File: src/rtl/rca_arb_pkg.sv
// Shared types and helpers for the round-robin ripple-carry-adder arbiter.
// Holds the FSM encoding, statistics width and the round-robin search function.
package rca_arb_pkg;

   typedef enum logic [1:0] {
      IDLE = 2'd0,
      WAIT = 2'd1,
      RESP = 2'd2
   } arb_state_t;

   localparam int STAT_W  = 16;
   localparam int MAX_REQ = 8;

   // First set bit of mask searching upward from last+1 with wrap at n.
   // Returns last unchanged when mask is empty; callers qualify with |mask.
   function automatic logic [2:0] next_rr(input logic [2:0]         last,
                                          input logic [MAX_REQ-1:0] mask,
                                          input int                 n);
      logic [2:0] pick;
      logic [2:0] idx;
      pick = last;
      for (int k = MAX_REQ; k >= 1; k--) begin
         if (k <= n) begin
            idx = 3'((int'(last) + k) % n);
            if (mask[idx]) pick = idx;
         end
      end
      return pick;
   endfunction

endpackage

File: src/rtl/rca_arbiter_rr.sv
// Combinational round-robin pick: one-hot grant and index of the first
// requester after i_last (with wrap) whose request bit is set.
module rr_arbiter
   import rca_arb_pkg::*;
#(
   parameter int N_REQ = 4,
   parameter int IW    = 2
)(
   input  logic [N_REQ-1:0] i_req,
   input  logic [IW-1:0]    i_last,
   output logic [N_REQ-1:0] o_gnt,
   output logic [IW-1:0]    o_idx,
   output logic             o_any
);

   logic [MAX_REQ-1:0] w_mask;

   always_comb begin
      w_mask             = '0;
      w_mask[N_REQ-1:0]  = i_req;
      o_any              = |i_req;
      o_idx              = IW'(next_rr(3'(i_last), w_mask, N_REQ));
      o_gnt              = o_any ? (N_REQ'(1) << o_idx) : '0;
   end

endmodule

File: src/rtl/rca_arbiter.sv
// Round-robin arbiter sharing one external ripple-carry adder among N_REQ requesters.
// Optional per-requester grant counters are built when RCA_ARB_STATS_EN is defined.
module rca_arbiter
   import rca_arb_pkg::*;
#(
   parameter int DWIDTH  = 32,
   parameter int N_REQ   = 4,
   parameter int RCA_LAT = 1
)(
   input  logic                      clk,
   input  logic                      rst,
   input  logic [N_REQ-1:0]          req_valid,
   output logic [N_REQ-1:0]          req_ready,
   input  logic [N_REQ*DWIDTH-1:0]   req_a,
   input  logic [N_REQ*DWIDTH-1:0]   req_b,
   input  logic [N_REQ-1:0]          req_cin,
   output logic [N_REQ-1:0]          resp_valid,
   input  logic [N_REQ-1:0]          resp_ready,
   output logic [DWIDTH-1:0]         resp_res,
   output logic                      resp_cout,
   output logic [$clog2(N_REQ)-1:0]  resp_id,
   output logic [DWIDTH-1:0]         rca_a,
   output logic [DWIDTH-1:0]         rca_b,
   output logic                      rca_cin,
   output logic [1:0]                dbg_state,
   input  logic [DWIDTH-1:0]         rca_res,
   input  logic                      rca_cout
`ifdef RCA_ARB_STATS_EN
   ,
   input  logic                      stat_clr,
   output logic [N_REQ*STAT_W-1:0]   stat_grant_cnt
`endif
);

   localparam int IW = $clog2(N_REQ);

   // Handshakes: a transfer happens on a rising edge where valid and ready are
   // both high; valid never waits on ready, ready may depend on valid.
   arb_state_t          r_state;
   arb_state_t          w_next;
   logic [IW-1:0]       r_last;
   logic [IW-1:0]       r_gid;
   logic [3:0]          r_cnt;
   logic [DWIDTH-1:0]   r_a;
   logic [DWIDTH-1:0]   r_b;
   logic                r_cin;
   logic [DWIDTH-1:0]   r_res;
   logic                r_cout;
   logic [IW-1:0]       r_id;

   logic [N_REQ-1:0]    w_gnt;
   logic [IW-1:0]       w_idx;
   logic                w_any;
   logic                w_accept;
   logic                w_resp_hs;

   rr_arbiter #(
      .N_REQ (N_REQ),
      .IW    (IW)
   ) u_rr (
      .i_req  (req_valid),
      .i_last (r_last),
      .o_gnt  (w_gnt),
      .o_idx  (w_idx),
      .o_any  (w_any)
   );

   always_comb begin
      w_next     = r_state;
      req_ready  = '0;
      resp_valid = '0;
      w_accept   = 1'b0;
      w_resp_hs  = 1'b0;
      case (r_state)
         IDLE: begin
            // Gated by rst so the accept strobe is silent while reset is held.
            if (w_any && !rst) begin
               req_ready = w_gnt;
               w_accept  = 1'b1;
               w_next    = WAIT;
            end
         end
         WAIT: begin
            if (r_cnt == 4'd1) w_next = RESP;
         end
         RESP: begin
            resp_valid = N_REQ'(1) << r_gid;
            if (resp_ready[r_gid]) begin
               w_resp_hs = 1'b1;
               w_next    = IDLE;
            end
         end
         default: w_next = IDLE;
      endcase
   end

   always_ff @(posedge clk or posedge rst) begin
      if (rst) r_state <= IDLE;
      else     r_state <= w_next;
   end

   always_ff @(posedge clk or posedge rst) begin
      if (rst) begin
         r_last <= IW'(N_REQ - 1);
         r_gid  <= '0;
         r_cnt  <= '0;
         r_a    <= '0;
         r_b    <= '0;
         r_cin  <= 1'b0;
         r_res  <= '0;
         r_cout <= 1'b0;
         r_id   <= '0;
      end else begin
         case (r_state)
            IDLE: begin
               if (w_accept) begin
                  r_a   <= req_a[w_idx*DWIDTH +: DWIDTH];
                  r_b   <= req_b[w_idx*DWIDTH +: DWIDTH];
                  r_cin <= req_cin[w_idx];
                  r_gid <= w_idx;
                  r_cnt <= 4'(RCA_LAT);
               end
            end
            WAIT: begin
               r_cnt <= r_cnt - 4'd1;
               if (r_cnt == 4'd1) begin
                  r_res  <= rca_res;
                  r_cout <= rca_cout;
                  r_id   <= r_gid;
               end
            end
            RESP: begin
               if (w_resp_hs) r_last <= r_gid;
            end
            default: ;
         endcase
      end
   end

   assign rca_a     = r_a;
   assign rca_b     = r_b;
   assign rca_cin   = r_cin;
   assign resp_res  = r_res;
   assign resp_cout = r_cout;
   assign resp_id   = r_id;
   assign dbg_state = r_state;

`ifdef RCA_ARB_STATS_EN
   for (genvar gi = 0; gi < N_REQ; gi++) begin : g_stat
      logic [STAT_W-1:0] r_stat;
      always_ff @(posedge clk or posedge rst) begin
         if (rst)
            r_stat <= '0;
         else if (stat_clr)
            r_stat <= '0;
         else if (w_accept && (w_idx == IW'(gi)) && (r_stat != '1))
            r_stat <= r_stat + STAT_W'(1);
      end
      assign stat_grant_cnt[gi*STAT_W +: STAT_W] = r_stat;
   end
`endif

endmodule
File: config.mk
export PLATFORM = sky130hd
export DESIGN_NAME = rca_arbiter
export DESIGN_NICKNAME = d
export VERILOG_FILES = /design/src/rtl/rca_arb_pkg.sv /design/src/rtl/rca_arbiter_rr.sv /design/src/rtl/rca_arbiter.sv
export SDC_FILE = /design/constraint.sdc
export NUM_CORES = 1
export LEC_CHECK = 0
export CAP_MARGIN = 10
export CELL_PAD_IN_SITES_DETAIL_PLACEMENT = 0
export CELL_PAD_IN_SITES_GLOBAL_PLACEMENT = 2
export CORE_MARGIN = 3
export CORE_UTILIZATION = 18
export DETAILED_ROUTE_END_ITERATION = 8
export GPL_TIMING_DRIVEN = 0
export PLACE_DENSITY = 0.84
export SLEW_MARGIN = 20
export SYNTH_ARGS = -nofsm -noshare
export SYNTH_HDL_FRONTEND = slang
export SYNTH_SLANG_ARGS = --single-unit
File: constraint.sdc
create_clock -name clk -period 3 [get_ports clk]
set_input_delay 0.3 -clock clk [delete_from_list [all_inputs] [get_ports clk]]
set_output_delay 0.3 -clock clk [all_outputs]
set_load 0.005 [all_outputs]
==> impl_metrics.prom <==
# TYPE chip_impl_metric gauge
chip_impl_metric{name="leakagePower",unit="nW"} 4.641
chip_impl_metric{name="mappedNetlistNets",unit=""} 962
chip_impl_metric{name="count_of_nets_after_finishing",unit=""} 1387
chip_impl_metric{name="ys_seq_elements",unit=""} 110
chip_impl_metric{name="detailedRoute.firstPassIterationCount",unit=""} 4
chip_impl_metric{name="detailedPlace.worstSlack",unit="ns"} -0.5777
chip_impl_info{name="outcome",value="completed"} 1
chip_impl_metric{name="timing.critical_path.arrival",unit="ns"} 2.56
chip_impl_metric{name="dp_hpwl",unit="mm"} 24.72
chip_impl_info{name="setup.worst_path.class",value="in -> out"} 1
chip_impl_metric{name="globalRouteTotalUtil",unit="%"} 15.49
chip_impl_metric{name="num_antenna_cells",unit=""} 0
chip_impl_metric{name="grt_pass1_wl",unit="mm"} 45.45
chip_impl_info{name="yosys-top-cells-area",value="dfrtp_1 42%, a211oi_1 12%, mux2i_1 10%, mux2_2 6.6%, a31oi_1 6.3%"} 1
chip_impl_metric{name="core_area",unit="mm^2"} 0.03557
chip_impl_metric{name="yosys_warnings",unit=""} 0
chip_impl_info{name="endpoint_kind",value="primary output"} 1
chip_impl_info{name="yosys-top-cells-count",value="108 x dfrtp_1, 106 x a211oi_1, 73 x nor2_1, 69 x inv_1, 66 x a31oi_1"} 1
chip_impl_metric{name="syn_avg_cell_area",unit="um^2"} 9.907
chip_impl_info{name="critical_path.startpoint_type",value="input port"} 1
chip_impl_metric{name="number_of_antenna_violations_at_the_first_check_in_global_routing",unit=""} 0
chip_impl_metric{name="grt_max_degree",unit=""} 34
chip_impl_metric{name="holdBufCountCts",unit=""} 0
chip_impl_metric{name="detail_route.wl_per_cell",unit="um"} 19.93
chip_impl_metric{name="numCtsBuffers",unit=""} 9
chip_impl_info{name="setup.worst_path.start",value="req_valid[1]"} 1
chip_impl_metric{name="yosysSeqAreaShare",unit="%"} 42.33
chip_impl_metric{name="maximum_clock_frequency",unit="GHz"} 0.3498
chip_impl_metric{name="cts-root-to-sink-buffers",unit=""} 2
chip_impl_metric{name="timing.critical_path.required",unit="ns"} 2.70
chip_impl_metric{name="chipWidth",unit="um"} 196.2
chip_impl_metric{name="detail_route.vias_per_cell",unit=""} 4.389
chip_impl_metric{name="synth-async-reset-ratio",unit="%"} 100.0
chip_impl_metric{name="place.port_buffers",unit=""} 412
chip_impl_metric{name="post_route_cells_drive_above_1_share",unit="%"} 11.04
chip_impl_info{name="post-synth-top-count-cell",value="dfrtp_1"} 1
chip_impl_metric{name="clkLatencyLatePin",unit="ns"} 0.36
chip_impl_metric{name="cap_viol_max_count",unit=""} 0
chip_impl_metric{name="final_hold_viol_count",unit=""} 0
chip_impl_metric{name="regToRegSetupSlack",unit="ns"} 0.54
chip_impl_metric{name="slew-limit-headroom",unit="%"} 59.36
chip_impl_metric{name="final_critical_path_share_of_the_clock_period",unit="%"} 95.28
chip_impl_metric{name="detail_route.iter0.violations",unit=""} 248
chip_impl_metric{name="netlist_instances",unit=""} 657
chip_impl_metric{name="die_y",unit="um"} 196.2
chip_impl_info{name="timing.rr.start",value="dbg_state[1]"} 1
chip_impl_metric{name="first_global_vias",unit=""} 7255
chip_impl_metric{name="setup_slack",unit="ns"} 0.1415
chip_impl_info{name="hold_path.class",value="in -> async"} 1
chip_impl_metric{name="globalRoute.totalOverflow",unit=""} 0
chip_impl_info{name="yosysTopAreaCell",value="dfrtp_1"} 1
chip_impl_metric{name="die_area",unit="mm^2"} 0.03848
chip_impl_metric{name="setup-violations-final",unit=""} 0
chip_impl_info{name="clock_tree_from_tritoncts",value="done"} 1
chip_impl_metric{name="tightest_slew",unit="ns"} 0.6096
chip_impl_metric{name="vias",unit=""} 6794
chip_impl_metric{name="initial_core_utilization",unit="%"} 18.30
chip_impl_metric{name="antenna_violating_nets_post_route",unit=""} 0
chip_impl_metric{name="power_per_cell_area",unit="mW/mm^2"} 828.1
chip_impl_info{name="ys_dominant_reg_cell",value="dfrtp_1"} 1
chip_impl_metric{name="path_max_fanout",unit=""} 10
chip_impl_metric{name="clock-skew-final",unit="ns"} 0.01319
chip_impl_metric{name="maximum_resistive_drop_on_vdd",unit="mV"} 0.3930
chip_impl_metric{name="syn-cell-area",unit="mm^2"} 0.006509
chip_impl_info{name="rsz_0062_raised_after_global_routing",value="no"} 1
chip_impl_metric{name="finalMaxSlewViolations",unit=""} 0
chip_impl_metric{name="gp_routability_congestion",unit=""} 0.7660
chip_impl_metric{name="floorplan.rows",unit=""} 69
chip_impl_metric{name="route.detailed.drc",unit=""} 0
chip_impl_metric{name="synth_cell_type_count",unit=""} 34
chip_impl_metric{name="post_layout_min_period",unit="ns"} 2.858
chip_impl_metric{name="ios",unit=""} 413
chip_impl_metric{name="area_delta_synth_final",unit="%"} 78.82
chip_impl_info{name="cts.root.buffer_cell",value="clkbuf_16"} 1
chip_impl_metric{name="clock-sinks",unit=""} 110
chip_impl_metric{name="synth.top_cell.area_share",unit="%"} 41.52
chip_impl_metric{name="fin_util",unit="%"} 32.72
chip_impl_metric{name="drt_wl_total",unit="mm"} 30.85
chip_impl_metric{name="fillCellCount",unit=""} 3731
chip_impl_metric{name="cts.htree.levels",unit=""} 3
chip_impl_metric{name="synth_enable_flop_cells",unit=""} 0
chip_impl_metric{name="worst_setup_hold_path_clk_slew",unit="ns"} 0.09
## what timing repair did
action                                 4_1_cts  5_1_grt
resized for setup                            7        4
buffers inserted                             2        0
setup endpoints to repair                    4        2
pin swaps                                    2        1
endpoints found under the hold margin        0        0
## cell usage in the layout (no fill, tap or decap), drive strengths merged, types with 2 or more instances in the layout
cell type	Yosys	final
buf	29	33
and3	4	4
a21oi	2	2
dfstp	2	2
nor2b	3	3
nand3	2	2
nand2	7	7
mux2	38	38
nor3b	2	2
clkbuf	33	41
mux2i	65	65
a21o	2	2
a211oi	130	130
clkinvlp	0	2
nor3	3	3
nor2	73	73
nand2b	5	5
nor4	3	3
dfrtp	108	108
clkdlybuf4s50	0	412
o21ai	2	2
inv	69	71
a31oi	66	66
ha	2	2
## worst max-delay path: stages
cell	delay, ns
clkdlybuf4s50_1	0.54
o21a_1	0.23
o21ai_1	0.24
nand3_4	0.15
buf_4	0.24
buf_4	0.21
nor2_1	0.09
clkdlybuf4s50_1	0.54
## metal layers
metal	share of wire, %	routed length [um]	track usage [%]
met1	42	13010	19.05
met2	50	15540	27.65
met3	6.4	1983	3.709
met4	1.0	307	3.063
met5	0	0	0
## per-stage QoR
stage | hold slack, ns | power (mW) | instances | setup TNS [ns] | instance area (um^2)
floorplan | 0.4506 | 5.462 | 657 | 0 | 6513
global placement | 0.4872 | 8.339 | 1530 | -16.31 | 11210
detailed placement | 0.4911 | 8.427 | 1534 | -1.673 | 11290
CTS | 0.4262 | 9.817 | 1549 | 0 | 11620
global route | 0.4498 | 10.34 | 1548 | 0 | 11640
finish | 0.4382 | 9.638 | 1548 | 0 | 11640
## cell type report
class	instances	area [um^2]	share of cell area (%)
clock buffer	10	229.0	1.967
inverter	69	262.8	2.258
tap	461	576.8	4.956
timing repair buffer	418	4219	36.25
sequential	110	2755	23.67
multi-input combinational	416	3198	27.48
clock inverter	6	77.57	0.6665
buffer	58	320.3	2.752
## sequential cells by signal (all words and copies together), names as in the netlist
signal	count
dbg_state	2
r_cnt	4
r_gid	2
r_last	2
rca_a	32
rca_b	32
rca_cin	1
resp_cout	1
resp_id	2
resp_res	32
## worst paths after layout
check / endpoint / cells after the start
setup / recovery: req_ready[2] / 8
hold / removal: rca_a[16] / 3
setup reg to reg: rca_b[3] / 6
hold reg to reg: resp_res[12] / 1
max in group asynchronous: rca_b[20] / 4
min in group clk: resp_res[12] / 1
## where the power goes
part	total, mW	internal (mW)	leakage (nW)	switching (mW)
sequential	2.71	2.25	1.24	0.457
combinational	5.62	2.98	3.26	2.64
clock	1.31	0.668	0.147	0.642
## kinds of logic (layout without fill, tap and decap cells)
logic type | Yosys count | after routing | synth area share [%]
flops | 110 | 110 | 42.33
compound gates | 205 | 205 | 24.05
buf+inv | 131 | 561 | 8.997
mux | 104 | 104 | 16.92
simple gates | 104 | 104 | 7.189
fa+ha+maj | 2 | 2 | 0.3844
xor+xnor | 1 | 1 | 0.1346
No activity file was read; power rests on OpenSTA's default activity.
